## src/rtl/mst_read_arb_pkg.sv

```systemverilog
// Shared definitions for the single-word bus-master read arbiter:
// state encoding, bus control bit positions and default sizing.
package tape_bus_pkg;

  typedef enum logic [2:0] {
    ST_IDLE = 3'd0,
    ST_CMD  = 3'd1,
    ST_DATA = 3'd2,
    ST_DONE = 3'd3,
    ST_ERR  = 3'd4
  } state_e;

  localparam int IN_MSTREAD_REQ = 0;
  localparam int IN_MST_TYPE    = 1;
  localparam int IN_DST_RDY_N   = 2;
  localparam int IN_WIDTH       = 5;

  localparam int OUT_CMD_ACK    = 0;
  localparam int OUT_SRC_RDY_N  = 3;
  localparam int OUT_WIDTH      = 6;

  localparam int DEF_MST_LENGTH     = 4;
  localparam int DEF_TIMEOUT_CYCLES = 1023;
  localparam int TMO_W              = 10;
  localparam int LEN_W              = 12;

  // Destination-ready is active-low, so it idles high everywhere except DATA.
  function automatic logic [IN_WIDTH-1:0] bus_inputs(input state_e st);
    logic [IN_WIDTH-1:0] v;
    v = '0;
    v[IN_DST_RDY_N] = 1'b1;
    case (st)
      ST_CMD: begin
        v[IN_MSTREAD_REQ] = 1'b1;
        v[IN_MST_TYPE]    = 1'b1;
      end
      ST_DATA: v[IN_DST_RDY_N] = 1'b0;
      default: ;
    endcase
    return v;
  endfunction

endpackage

```

## src/rtl/mst_read_arb_if.sv

```systemverilog
// Requester and bus-master signal bundle for mst_read_arb; the master
// modport is the arbiter's view, slave is the requesters/bus side.
interface mst_read_arb_if;
  import tape_bus_pkg::*;

  logic                 req0;
  logic                 req1;
  logic [31:0]          addr0;
  logic [31:0]          addr1;
  logic                 gnt0;
  logic                 gnt1;
  logic                 rd_valid0;
  logic                 rd_valid1;
  logic                 rd_err0;
  logic                 rd_err1;
  logic [31:0]          rd_data;
  logic [31:0]          ip2bus_mst_addr;
  logic [LEN_W-1:0]     ip2bus_mst_length;
  logic [31:0]          ip2bus_mstrd_d;
  logic [IN_WIDTH-1:0]  ip2bus_inputs;
  logic [OUT_WIDTH-1:0] ip2bus_otputs;

  modport master (
    input  req0, req1, addr0, addr1, ip2bus_mstrd_d, ip2bus_otputs,
    output gnt0, gnt1, rd_valid0, rd_valid1, rd_err0, rd_err1, rd_data,
           ip2bus_mst_addr, ip2bus_mst_length, ip2bus_inputs
  );

  modport slave (
    output req0, req1, addr0, addr1, ip2bus_mstrd_d, ip2bus_otputs,
    input  gnt0, gnt1, rd_valid0, rd_valid1, rd_err0, rd_err1, rd_data,
           ip2bus_mst_addr, ip2bus_mst_length, ip2bus_inputs
  );

endinterface

```

## src/rtl/mst_read_arb_rr_arb2.sv

```systemverilog
// Two-way round-robin pick: a lone request always wins, a tie goes to
// whichever requester was not served last.
module rr_arb2 (
  input  logic [1:0] req,
  input  logic       last,
  output logic       winner,
  output logic       any
);

  assign any    = |req;
  assign winner = (&req) ? ~last : req[1];

endmodule

```

## src/rtl/mst_read_arb.sv

```systemverilog
// Arbitrates two word-read requesters onto one bus-master read port and
// returns the captured word with a valid pulse, or an error pulse on timeout.
module mst_read_arb
  import tape_bus_pkg::*;
#(
  parameter int TIMEOUT_CYCLES = DEF_TIMEOUT_CYCLES,
  parameter int MST_LENGTH     = DEF_MST_LENGTH
) (
  input logic            clk,
  input logic            reset,
  mst_read_arb_if.master bus
);

  state_e             state_q, state_d;
  logic [TMO_W-1:0]   tmo_q, tmo_d;
  logic               owner_q, owner_d;
  logic               last_q, last_d;
  logic [31:0]        rd_data_q, rd_data_d;
  logic [31:0]        addr_q, addr_d;

  logic               winner;
  logic               any_req;
  logic               timed_out;
  logic               cmd_ack;
  logic               src_rdy_n;
  logic               unused_otputs;

  rr_arb2 u_rr_arb2 (
    .req    ({bus.req1, bus.req0}),
    .last   (last_q),
    .winner (winner),
    .any    (any_req)
  );

  assign cmd_ack       = bus.ip2bus_otputs[OUT_CMD_ACK];
  assign src_rdy_n     = bus.ip2bus_otputs[OUT_SRC_RDY_N];
  assign unused_otputs = ^{bus.ip2bus_otputs[5:4], bus.ip2bus_otputs[2:1]};
  assign timed_out     = (tmo_q == TMO_W'(TIMEOUT_CYCLES));

  always_ff @(posedge clk) begin
    if (reset) begin
      state_q   <= ST_IDLE;
      tmo_q     <= '0;
      owner_q   <= 1'b0;
      last_q    <= 1'b1;
      rd_data_q <= '0;
      addr_q    <= '0;
    end else begin
      state_q   <= state_d;
      tmo_q     <= tmo_d;
      owner_q   <= owner_d;
      last_q    <= last_d;
      rd_data_q <= rd_data_d;
      addr_q    <= addr_d;
    end
  end

  // Timeout is checked before the handshake so it wins a same-cycle tie.
  always_comb begin
    state_d   = state_q;
    tmo_d     = tmo_q;
    owner_d   = owner_q;
    last_d    = last_q;
    rd_data_d = rd_data_q;
    addr_d    = addr_q;
    case (state_q)
      ST_IDLE: begin
        if (any_req) begin
          owner_d = winner;
          addr_d  = winner ? bus.addr1 : bus.addr0;
          tmo_d   = '0;
          state_d = ST_CMD;
        end
      end
      ST_CMD: begin
        if (timed_out) begin
          state_d = ST_ERR;
        end else if (cmd_ack) begin
          tmo_d   = '0;
          state_d = ST_DATA;
        end else begin
          tmo_d   = tmo_q + 1'b1;
        end
      end
      ST_DATA: begin
        if (timed_out) begin
          state_d = ST_ERR;
        end else if (!src_rdy_n) begin
          rd_data_d = bus.ip2bus_mstrd_d;
          state_d   = ST_DONE;
        end else begin
          tmo_d     = tmo_q + 1'b1;
        end
      end
      ST_DONE, ST_ERR: begin
        last_d  = owner_q;
        state_d = ST_IDLE;
      end
      default: state_d = ST_IDLE;
    endcase
  end

  assign bus.gnt0              = (state_q != ST_IDLE) && !owner_q;
  assign bus.gnt1              = (state_q != ST_IDLE) &&  owner_q;
  assign bus.rd_valid0         = (state_q == ST_DONE) && !owner_q;
  assign bus.rd_valid1         = (state_q == ST_DONE) &&  owner_q;
  assign bus.rd_err0           = (state_q == ST_ERR)  && !owner_q;
  assign bus.rd_err1           = (state_q == ST_ERR)  &&  owner_q;
  assign bus.rd_data           = rd_data_q;
  assign bus.ip2bus_mst_addr   = addr_q;
  assign bus.ip2bus_mst_length = LEN_W'(MST_LENGTH);
  assign bus.ip2bus_inputs     = bus_inputs(state_q);

endmodule

```

## src/flat_wrapper.sv

```systemverilog
// flat-port wrapper written by rule: the top's interface ports become plain ports
module mst_read_arb_flat import tape_bus_pkg::*;
#(
  parameter int TIMEOUT_CYCLES = DEF_TIMEOUT_CYCLES,
  parameter int MST_LENGTH     = DEF_MST_LENGTH
)
  (clk, reset, bus_req0, bus_req1, bus_addr0, bus_addr1, bus_ip2bus_mstrd_d, bus_ip2bus_otputs, bus_gnt0, bus_gnt1, bus_rd_valid0, bus_rd_valid1, bus_rd_err0, bus_rd_err1, bus_rd_data, bus_ip2bus_mst_addr, bus_ip2bus_mst_length, bus_ip2bus_inputs);
  mst_read_arb_if bus_i ();
  input logic clk;
  input logic reset;
  input wire logic [$bits(bus_i.req0)-1:0] bus_req0;
  input wire logic [$bits(bus_i.req1)-1:0] bus_req1;
  input wire logic [$bits(bus_i.addr0)-1:0] bus_addr0;
  input wire logic [$bits(bus_i.addr1)-1:0] bus_addr1;
  input wire logic [$bits(bus_i.ip2bus_mstrd_d)-1:0] bus_ip2bus_mstrd_d;
  input wire logic [$bits(bus_i.ip2bus_otputs)-1:0] bus_ip2bus_otputs;
  output wire logic [$bits(bus_i.gnt0)-1:0] bus_gnt0;
  output wire logic [$bits(bus_i.gnt1)-1:0] bus_gnt1;
  output wire logic [$bits(bus_i.rd_valid0)-1:0] bus_rd_valid0;
  output wire logic [$bits(bus_i.rd_valid1)-1:0] bus_rd_valid1;
  output wire logic [$bits(bus_i.rd_err0)-1:0] bus_rd_err0;
  output wire logic [$bits(bus_i.rd_err1)-1:0] bus_rd_err1;
  output wire logic [$bits(bus_i.rd_data)-1:0] bus_rd_data;
  output wire logic [$bits(bus_i.ip2bus_mst_addr)-1:0] bus_ip2bus_mst_addr;
  output wire logic [$bits(bus_i.ip2bus_mst_length)-1:0] bus_ip2bus_mst_length;
  output wire logic [$bits(bus_i.ip2bus_inputs)-1:0] bus_ip2bus_inputs;
  assign bus_i.req0 = bus_req0;
  assign bus_i.req1 = bus_req1;
  assign bus_i.addr0 = bus_addr0;
  assign bus_i.addr1 = bus_addr1;
  assign bus_i.ip2bus_mstrd_d = bus_ip2bus_mstrd_d;
  assign bus_i.ip2bus_otputs = bus_ip2bus_otputs;
  assign bus_gnt0 = bus_i.gnt0;
  assign bus_gnt1 = bus_i.gnt1;
  assign bus_rd_valid0 = bus_i.rd_valid0;
  assign bus_rd_valid1 = bus_i.rd_valid1;
  assign bus_rd_err0 = bus_i.rd_err0;
  assign bus_rd_err1 = bus_i.rd_err1;
  assign bus_rd_data = bus_i.rd_data;
  assign bus_ip2bus_mst_addr = bus_i.ip2bus_mst_addr;
  assign bus_ip2bus_mst_length = bus_i.ip2bus_mst_length;
  assign bus_ip2bus_inputs = bus_i.ip2bus_inputs;
  mst_read_arb #(.TIMEOUT_CYCLES(TIMEOUT_CYCLES), .MST_LENGTH(MST_LENGTH)) u_core (.clk(clk), .reset(reset), .bus(bus_i));
endmodule
```

## config.mk

```make
export PLATFORM = sky130hd
export DESIGN_NAME = mst_read_arb_flat
export DESIGN_NICKNAME = d
export VERILOG_FILES = /design/src/rtl/mst_read_arb_pkg.sv /design/src/rtl/mst_read_arb_if.sv /design/src/rtl/mst_read_arb_rr_arb2.sv /design/src/rtl/mst_read_arb.sv /design/src/flat_wrapper.sv
export SDC_FILE = /design/constraint.sdc
export NUM_CORES = 1
export LEC_CHECK = 0
export ABC_AREA = 1
export CAP_MARGIN = 40
export CELL_PAD_IN_SITES_DETAIL_PLACEMENT = 1
export CELL_PAD_IN_SITES_GLOBAL_PLACEMENT = 2
export CORE_ASPECT_RATIO = 1.2
export CORE_MARGIN = 4
export CORE_UTILIZATION = 20
export CTS_BUF_LIST = sky130_fd_sc_hd__clkbuf_4 sky130_fd_sc_hd__clkbuf_8 sky130_fd_sc_hd__clkbuf_16
export DETAILED_ROUTE_END_ITERATION = 7
export PLACE_DENSITY_LB_ADDON = 0.2
export SLEW_MARGIN = 20
export SYNTH_ARGS = -nofsm -noshare
export SYNTH_HDL_FRONTEND = slang
export SYNTH_SLANG_ARGS = --single-unit
```

## constraint.sdc

```tcl
create_clock -name clk -period 2.15 [get_ports clk]
set_clock_uncertainty 0.2 [all_clocks]
set_input_delay 0.215 -clock clk [delete_from_list [all_inputs] [get_ports clk]]
set_output_delay 0.215 -clock clk [all_outputs]
set_load 0.1 [all_outputs]
```

# Word-level counts from Yosys, hierarchy flattened
# Cells that the tools add are included.
# W data, S select, Z words.
# totals
ff_bits	79
input_bits	106
wordCells	54
out_inout_bits	87
# op_classes
bitwise	3
n_reduce_logical	17
muxes	16
n_addsub	1
eq_ne	11
# op_table
cell	count
$mux W10	5
$mux W32	1
$pmux W10 S3	1
$mux W3	5
$add A10 B1 Y10 const B	1
$eq A10 B10 Y1 const B	1
$pmux W3 S3	1
$eq A3 B2 Y1 const B	2
$logic_and A1 B1 Y1	6
$ne A2 B2 Y1 const B	3
$ne A3 B2 Y1 const B	2
$reduce_and A3 Y1	2
$reduce_bool A3 Y1	2
$reduce_and A5 Y1	1
$reduce_and A2 Y1	2
$reduce_or A2 Y1	2
$eq A3 B1 Y1 const B	1
$eq A3 B3 Y1 const B	1
$logic_not A3 Y1	1
$not A1 Y1	3
$mux W1	2
$mux W2	1
$ne A2 B1 Y1 const B	1
$logic_not A1 Y1	1

# Longest topological paths before layout
# Gate-level depths: netlist of the first run.
# depth
word_depth	4
mapped_depth	11
mapped_depth_nobuf	10

# Cells and area by module
# A second synthesis of the first run with hierarchy kept.
# unflattened
hier_cells	510
area_unflattened_um2	3851.2
# by_module_without_submodules
module	seq_area_each_um2	instances	cells_per_inst	area_each_um2
mst_read_arb	1581.5	1	507	3836.2
rr_arb2	0.0	1	3	15.0

# Worst setup path before layout of the first run
# Ideal clock, no wire load.
# synth_path
path_type	flip-flop to output port
start	register u_core.state_q[1]
end	output bus_gnt0
n_path_buf	0
stages_incl_launch_ff	5
arrival_ps	1875
required_ps	1735
path_slack_ps	-140
cell_sequence	dfxtp_1 nor2_2 nand2_2 inv_1 nor2_1
# synth_between
elab_chain_len	2
# synth_lines
item	line	text
start, declared	mst_read_arb.sv:14	state_e state_q, state_d;
start signal, assigned	mst_read_arb.sv:49	state_q <= state_d;
$reduce_bool A3 Y1	mst_read_arb.sv:103	assign bus.gnt0 = (state_q != ST_IDLE) && !owner_q;
$logic_and A1 B1 Y1	mst_read_arb.sv:103	
end, declared	flat_wrapper.sv:17	output wire logic [$bits(bus_i.gnt0)-1:0] bus_gnt0;
# Every way passes these cells.

# Final worst setup path of the first run
# layout_path
start	register u_core.state_q[1]
end	register u_core.tmo_q[7]
# layout_between
elab_chain_len	3
elab_cells_between_ends	10
cone_classes	eq/ne: 6; mux: 1; reduce/logical: 3
# layout_lines
item	line	text
$eq A3 B2 Y1 (tied with other cells)	mst_read_arb.sv:66	case (state_q)
$ne A2 B2 Y1 (no line) (tied with other cells)	n/a	
$reduce_and A5 Y1 (no line)	n/a	
end signal, assigned	mst_read_arb.sv:50	tmo_q <= tmo_d;
end, declared	mst_read_arb.sv:15	logic [TMO_W-1:0] tmo_q, tmo_d;
# Several ways; a longest one is shown, not always the timed one.
# A chain may end at the register's enable or synchronous reset.

==> impl_metrics.env, run 1 <==
export IMPL_global_route_usage_total_pct=12.6
export IMPL_synth_top_family_by_area="simple AND/OR/NAND/NOR gates"
export IMPL_internal_power_w=0.00409
export IMPL_switching_power_w=0.00472
export IMPL_gp_weighted_congestion=0.702
export IMPL_worstReg2RegEnd="u_core.tmo_q[7]$_SDFFE_PP0P_"
export IMPL_syn_instance_count=530
export IMPL_synth_compound_area_share_pct=19.8
export IMPL_final_max_slew_viol_count=0
export IMPL_crit_path_end_kind="register"
export IMPL_cts_tree="yes"
export IMPL_grt_pass1_vias=4101
export IMPL_fin_crit_sh_pct=89.6
export IMPL_post_synth_cell_area_avg_sq_um=7.03
export IMPL_worstReg2RegStart="u_core.state_q[1]$_SDFFE_PP0P_"
export IMPL_core_rowCount=54
export IMPL_worst_ep_required_time_ns=2.23
export IMPL_grt_pass1_wl_mm=21.2
export IMPL_grtUsageMet1_pct=13.6
export IMPL_reg2reg_depth=8
export IMPL_cp_data_arrival_time_ns=2.01
export IMPL_design_die_area_sq_um=20900
export IMPL_crit_path_max_fanout=14
export IMPL_timing_worst_slew_pin_value_ns=0.635
export IMPL_antenna_cells=0
export IMPL_synth_mux_area_fraction_pct=0
export IMPL_dp_hpwl_mm=9.77
export IMPL_maximum_number_of_pins_on_one_net_before_global_route_repair=65
export IMPL_grt_setup_unrepaired="false"
export IMPL_stdcell_count=924
export IMPL_synth_area_in_adders_pct=0.336
export IMPL_cts_hold_buffers_added=0
export IMPL_grt_remaining_overflow=0
export IMPL_synth_area_in_simple_gates_pct=23.0
export IMPL_grt_use_met3_pct=5.12
export IMPL_dr_first_iter_drc_count=118
export IMPL_drt_vias_per_instance=4.24
export IMPL_timing_max_cap_violations=0
export IMPL_cts_root_buffer="clkbuf_16"
export IMPL_clock_sink_count=79
export IMPL_mappedNetlistArea_sq_um=3730
export IMPL_globalRouteMet2Util_pct=22.3
export IMPL_dp_cells=908
export IMPL_yosysSeqAreaShare_pct=42.4
export IMPL_area_growth_syn_to_layout_pct=58.6
export IMPL_tritoncts_num_buffers=9
export IMPL_die_w_microns=133
export IMPL_floorplan_die_height_microns=158
export IMPL_firstDrtPassIters=4
export IMPL_fin_setup_tns_ns=0
export IMPL_synth_warning_count=0
export IMPL_crit_end="u_core.tmo_q[7]$_SDFFE_PP0P_"
export IMPL_ctsHtreeMaxLevel=3
export IMPL_synth_xor_area_share_pct=0.235
export IMPL_irDropWorstVdd_v=0.000591
export IMPL_r2r_slack_ns=0.22
export IMPL_global_route_peak_usage_layer="met2"
export IMPL_total_power_per_unit_cell_area_nw_per_um2=1490
export IMPL_comb_power_share_pct=57.8
export IMPL_setup_violators_final=0
export IMPL_post_cts_buffers=0
export IMPL_design_final_nets=802
export IMPL_power_frac_seq_pct=23.0
export IMPL_number_of_antenna_violations_at_the_first_check_in_global_routing=0
export IMPL_final_period_demand_of_the_worst_path_ns=1.93
export IMPL_synth_cell_types=29
export IMPL_drive_gt1_share_pct=17.6
export IMPL_top_level_ports=193
export IMPL_crit_path_start_kind="register"
export IMPL_criticalPathCategory="register to register"
export IMPL_status="finished clean"
export IMPL_timing_max_slew_rel_slack_pct=57.6
export IMPL_postSynthRegisterBits=79
export IMPL_final_critical_path_setup_slack_ns=0.223
export IMPL_cts_path_max_buffers=2
export IMPL_achievable_frequency_mhz=519
export IMPL_numPortBuffers=174
export IMPL_floorplan_core_area_sq_um=18200
export IMPL_detailedPlace_worstSlack_ns=0.0380
export IMPL_cts_clk_slew_worst_paths_ns=0.06
export IMPL_post_cts_repair_resize_count=0
export IMPL_setup_worst_path_start="u_core.state_q[1]$_SDFFE_PP0P_"
export IMPL_wirelength_mm=13.2
export IMPL_route_detailed_wl_per_inst_microns=14.3
export IMPL_power_share_switching_pct=53.6
export IMPL_finalHoldViolCount=0
export IMPL_leakage_nw=2.47
export IMPL_clkLatencyLatePin_ns=0.34
export IMPL_drt_drc_violations_left=0
export IMPL_clock_power_share_pct=19.2
export IMPL_hold_class="register to register"
export IMPL_layout_core_utilization_pct=32.4
export IMPL_initial_cell_density_of_the_core_pct=20.4
export IMPL_ant_nets=0
export IMPL_detailroute_via_count=3920
routing by layer:
metal | part of all wire, % | up-vias | routed length (microns)
li1 | - | 1992 | -
met1 | 40 | 1803 | 5290
met2 | 50 | 112 | 6650
met3 | 8.1 | 13 | 1070
met4 | 1.7 | 0 | 225
met5 | 0 | - | 0
cells in the mapped netlist:
master	count	share of area, %
buf_4	16	3.2
buf_2	6	0.81
dfxtp_1	79	42
nand3b_2	1	0.30
clkbuf_1	13	1.3
a311oi_1	1	0.24
nand2_1	75	7.6
nor2_4	1	0.30
conb_1	2	0.20
a21oi_4	1	0.44
nand3b_1	1	0.20
nor3_1	1	0.13
nor2_2	4	0.67
nand3_1	18	2.4
nor2_1	86	8.7
nand3b_4	1	0.54
nand3_2	4	1.1
xor2_1	1	0.24
nand2_2	4	0.67
inv_2	1	0.10
o21ai_0	47	6.3
ha_1	1	0.34
a21oi_1	70	9.4
inv_1	61	6.1
buf_6	8	2.4
o21ai_1	24	3.2
nor3_2	1	0.27
nand4_1	1	0.17
o21ai_2	1	0.24
cell usage in the layout, fill, tap and decap left out, drive strengths merged:
master         instances
clkdlybuf4s50        101
nor2                  91
buf                   84
dfxtp                 79
nand2                 79
o21ai                 72
a21oi                 71
inv                   63
nand3                 22
conb                  14
clkbuf                 9
clkinv                 4
nand3b                 3
bufinv                 2
nor3                   2
xor2                   1
nand4                  1
a311oi                 1
ha                     1
state kept, by name, summed over array words and instances, names as in the netlist:
signal / flops
u_core.bus.ip2bus_mst_addr: 32
u_core.bus.rd_data: 32
u_core.state_q: 3
u_core.owner_q: 1
u_core.tmo_q: 10
u_core.last_q: 1
metrics by stage:
step                      hold WS (ns)  area [sq um]  total power, W
after floorplan                  0.188          3780         0.00597
after global placement           0.234          5590         0.00713
after detailed placement         0.240          5590         0.00721
after CTS                        0.251          5910         0.00896
after global routing             0.271          5910         0.00932
final                            0.248          5910         0.00880
worst min path at each step:
| stage | end | cells after the start | slack, ns | from |
|---|---|---|---|---|
| global placement | u_core.bus.rd_data[11]$_SDFFE_PP0P_ | 2 | 0.23 | u_core.bus.rd_data[11]$_SDFFE_PP0P_ |
| floorplan | u_core.bus.rd_data[19]$_SDFFE_PP0P_ | 2 | 0.19 | bus_ip2bus_mstrd_d[19] |
| detailed placement | u_core.bus.rd_data[9]$_SDFFE_PP0P_ | 2 | 0.24 | u_core.bus.rd_data[9]$_SDFFE_PP0P_ |
| global route | u_core.bus.rd_data[10]$_SDFFE_PP0P_ | 2 | 0.27 | u_core.bus.rd_data[10]$_SDFFE_PP0P_ |
| finish | u_core.bus.rd_data[21]$_SDFFE_PP0P_ | 2 | 0.25 | u_core.bus.rd_data[21]$_SDFFE_PP0P_ |
| CTS | u_core.bus.rd_data[20]$_SDFFE_PP0P_ | 2 | 0.25 | u_core.bus.rd_data[20]$_SDFFE_PP0P_ |
area by class of cell:
cell class | count | area [sq um]
inverter | 62 | 233
fill | 2197 | 12300
multi-input combinational | 358 | 1680
sequential | 79 | 1580
tap | 224 | 280
clock inverter | 7 | 96.3
timing repair buffer | 185 | 1820
clock buffer | 9 | 225
critical path, stage by stage (launching register included):
cell and delay, ns:
dfxtp_1 0.44, nor2_2 0.07, nand2_2 0.14, nor3_2 0.09, nor2_2 0.50, nand2_1 0.19
inv_1 0.12, nor2_1 0.04, nor2_1 0.08
cell families after synthesis:
family                   count (synthesis)
XOR/XNOR                                 1
other                                    2
AO/OA/AOI/OAI                          144
adder cells (fa/ha/maj)                  1
flip-flops                              79
buffers and inverters                  105
AND/OR/NAND/NOR                        198
power groups by stage:
| stage | logic, W | clock network (W) | registers, W |
|---|---|---|---|
| 2_1_floorplan | 0.00184 | 0 | 0.00413 |
| 4_1_cts | 0.00516 | 0.00178 | 0.00203 |
| 5_1_grt | 0.00540 | 0.00184 | 0.00208 |
| 3_3_place_gp | 0.00509 | 0 | 0.00204 |
| 3_5_place_dp | 0.00515 | 0 | 0.00206 |
| 6_report | 0.00509 | 0.00169 | 0.00202 |
No activity file was read; power rests on OpenSTA's default activity.
==> run 2: changes to the inputs <==
--- a/config.mk
+++ b/config.mk
@@ -6,7 +6,6 @@
 export NUM_CORES = 1
 export LEC_CHECK = 0
 export ABC_AREA = 1
-export CAP_MARGIN = 40
 export CELL_PAD_IN_SITES_DETAIL_PLACEMENT = 1
 export CELL_PAD_IN_SITES_GLOBAL_PLACEMENT = 2
 export CORE_ASPECT_RATIO = 1.2
@@ -19,3 +18,4 @@
 export SYNTH_ARGS = -nofsm -noshare
 export SYNTH_HDL_FRONTEND = slang
 export SYNTH_SLANG_ARGS = --single-unit
+export TNS_END_PERCENT = 10
==> run 2 against run 1 <==
Net effect:
- worst setup slack improved by 0.0028 ns
- final cell count rose by 0.65%
- first-iteration DRC count fell by 14%
- utilization rose by 0.19 points
- global-route usage fell by 0.071 points
- combinational power rose by 1%
- critical path depth fell by 4
- sequential power barely moved
==> impl_metrics.env, run 2 (synthesis results as in run 1) <==
export IMPL_status="finished clean"
export IMPL_route_detailed_wl_per_inst_microns=14.2
export IMPL_most_common_layout_cells="clkdlybuf4s50_1, nor2_1, dfxtp_1"
export IMPL_cts_path_max_buffers=2
export IMPL_switching_power_w=0.00471
export IMPL_fill_cells=2217
export IMPL_grt_pass1_wl_mm=21.3
export IMPL_floorplan_die_height_microns=158
export IMPL_cts_tree="yes"
export IMPL_criticalPathCategory="register to output port"
export IMPL_drive_gt1_share_pct=17.7
export IMPL_top_level_ports=193
export IMPL_mostFrequentLayoutCell="clkdlybuf4s50_1"
export IMPL_gp_weighted_congestion=0.744
export IMPL_grt_setup_unrepaired="false"
export IMPL_r2r_slack_ns=0.23
export IMPL_clock_sink_count=79
export IMPL_maximum_number_of_pins_on_one_net_before_global_route_repair=49
export IMPL_cp_slowest_stage_delay_ns=0.33
export IMPL_worstReg2RegEnd="u_core.bus.rd_data[23]$_SDFFE_PP0P_"
export IMPL_crit_path_frequent_cell="inv_1"
export IMPL_area_growth_syn_to_layout_pct=59.5
export IMPL_cts_clk_slew_worst_paths_ns=0.07
export IMPL_internal_power_w=0.00406
export IMPL_leakage_nw=2.49
export IMPL_holdCritStartpoint="u_core.bus.rd_data[26]$_SDFFE_PP0P_"
export IMPL_core_rowCount=54
export IMPL_achievable_frequency_mhz=520
export IMPL_clock_power_share_pct=18.2
export IMPL_crit_path_start_kind="register"
export IMPL_cp_data_arrival_time_ns=1.51
export IMPL_drt_drc_violations_left=0
export IMPL_post_cts_repair_resize_count=0
export IMPL_design_die_area_sq_um=20900
export IMPL_irDropWorstVdd_v=0.000818
export IMPL_global_route_usage_total_pct=12.6
export IMPL_holdWs_ns=0.245
export IMPL_crit_path_max_fanout=4
export IMPL_hold_class="register to register"
export IMPL_holdPathStages=2
export IMPL_finalHoldViolCount=0
export IMPL_final_period_demand_of_the_worst_path_ns=1.92
export IMPL_detailroute_via_count=3941
export IMPL_clkLatencyLatePin_ns=0.34
export IMPL_drt_vias_per_instance=4.24
export IMPL_worstReg2RegStart="u_core.tmo_q[0]$_SDFFE_PP0P_"
export IMPL_final_max_slew_viol_count=0
export IMPL_reg2reg_depth=8
export IMPL_design_final_nets=808
export IMPL_worstPathCellList="inv_1, nand3b_1, inv_1, buf_12"
export IMPL_numPortBuffers=174
export IMPL_stdcell_count=930
export IMPL_grt_pass1_vias=4093
export IMPL_ant_nets=0
export IMPL_power_frac_seq_pct=23.1
export IMPL_dp_hpwl_mm=10.1
export IMPL_comb_power_share_pct=58.7
export IMPL_crit_path_end_kind="output port"
export IMPL_ctsHtreeMaxLevel=3
export IMPL_antenna_cells=0
export IMPL_initial_cell_density_of_the_core_pct=20.4
export IMPL_number_of_antenna_violations_at_the_first_check_in_global_routing=0
export IMPL_dr_first_iter_drc_count=101
export IMPL_tritoncts_num_buffers=9
export IMPL_firstDrtPassIters=4
export IMPL_cts_hold_buffers_added=0
export IMPL_floorplan_core_area_sq_um=18200
export IMPL_cts_root_buffer="clkbuf_16"
export IMPL_setup_violators_final=0
export IMPL_die_w_microns=133
export IMPL_power_share_switching_pct=53.7
export IMPL_fin_crit_sh_pct=89.5
export IMPL_worst_path_max_delay_cell="dfxtp_1"
export IMPL_wirelength_mm=13.2
export IMPL_dp_cells=911
export IMPL_timing_max_cap_violations=0
export IMPL_grt_remaining_overflow=0
export IMPL_hold_path_end="u_core.bus.rd_data[26]$_SDFFE_PP0P_"
export IMPL_worst_ep_required_time_ns=1.74
export IMPL_layout_core_utilization_pct=32.6
export IMPL_total_power_per_unit_cell_area_nw_per_um2=1480
-- run 2: through the flow --
| stage | power [W] | setup slack [ns] | instance area, sq um | TNS, ns |
|---|---|---|---|---|
| final | 0.00877 | 0.225 | 5950 | 0 |
| after CTS | 0.00891 | 0.0943 | 5920 | 0 |
| after global placement | 0.00717 | 0.209 | 5620 | 0 |
| after floorplan | 0.00597 | -0.140 | 3770 | -0.718 |
| after detailed placement | 0.00725 | 0.122 | 5620 | 0 |
| after global routing | 0.00929 | 0.0526 | 5950 | 0 |
-- run 2: per-layer routing --
layer | part of all wire, % | track usage [%] | vias to the layer above
li1 | - | - | 2003
met1 | 43 | 15.0 | 1804
met2 | 48 | 21.2 | 125
met3 | 7.8 | 4.54 | 9
met4 | 1.1 | 4.01 | 0
met5 | 0 | 0 | -
-- run 2: critical path, delay by kind of cell (launching register included) --
kind,cells,cell delay [ns]
buf+inv,3,0.61
flops,1,0.33
simple gates,1,0.23
-- run 2: area by class of cell --
class	count	area, sq um	area share [%]
multi-input combinational	358	1670	28.1
clock inverter	6	68.8	1.16
tap	224	280	4.71
timing repair buffer	191	1870	31.5
clock buffer	10	239	4.02
sequential	79	1580	26.6
inverter	62	233	3.91
-- run 2: how the worst max path moves through the flow --
stage | start | endpoint | depth (start not counted) | slack, ns
after detailed placement | u_core.tmo_q[0]$_SDFFE_PP0P_ | u_core.bus.rd_data[23]$_SDFFE_PP0P_ | 8 | 0.12
after global routing | u_core.tmo_q[0]$_SDFFE_PP0P_ | u_core.bus.rd_data[27]$_SDFFE_PP0P_ | 8 | 0.05
after floorplan | u_core.state_q[1]$_SDFFE_PP0P_ | bus_gnt0 | 4 | -0.14
after CTS | u_core.tmo_q[0]$_SDFFE_PP0P_ | u_core.bus.rd_data[23]$_SDFFE_PP0P_ | 8 | 0.09
after global placement | u_core.tmo_q[0]$_SDFFE_PP0P_ | u_core.bus.rd_data[28]$_SDFFE_PP0P_ | 8 | 0.21
final | u_core.state_q[2]$_SDFFE_PP0P_ | bus_ip2bus_inputs[1] | 4 | 0.23
-- run 2: power by group through the flow --
stage	Clock (W)	Combinational, W	Sequential (W)
floorplan	0	0.00184	0.00413
finish	0.00160	0.00515	0.00203
CTS	0.00168	0.00519	0.00203
detailed placement	0	0.00519	0.00206
global route	0.00174	0.00547	0.00208
global placement	0	0.00512	0.00205
-- run 2: timing repair --
action / in CTS / in global routing
endpoints found under the setup margin: 0 / 6
buffers inserted: 0 / 3
endpoints found under the hold margin: 0 / 0
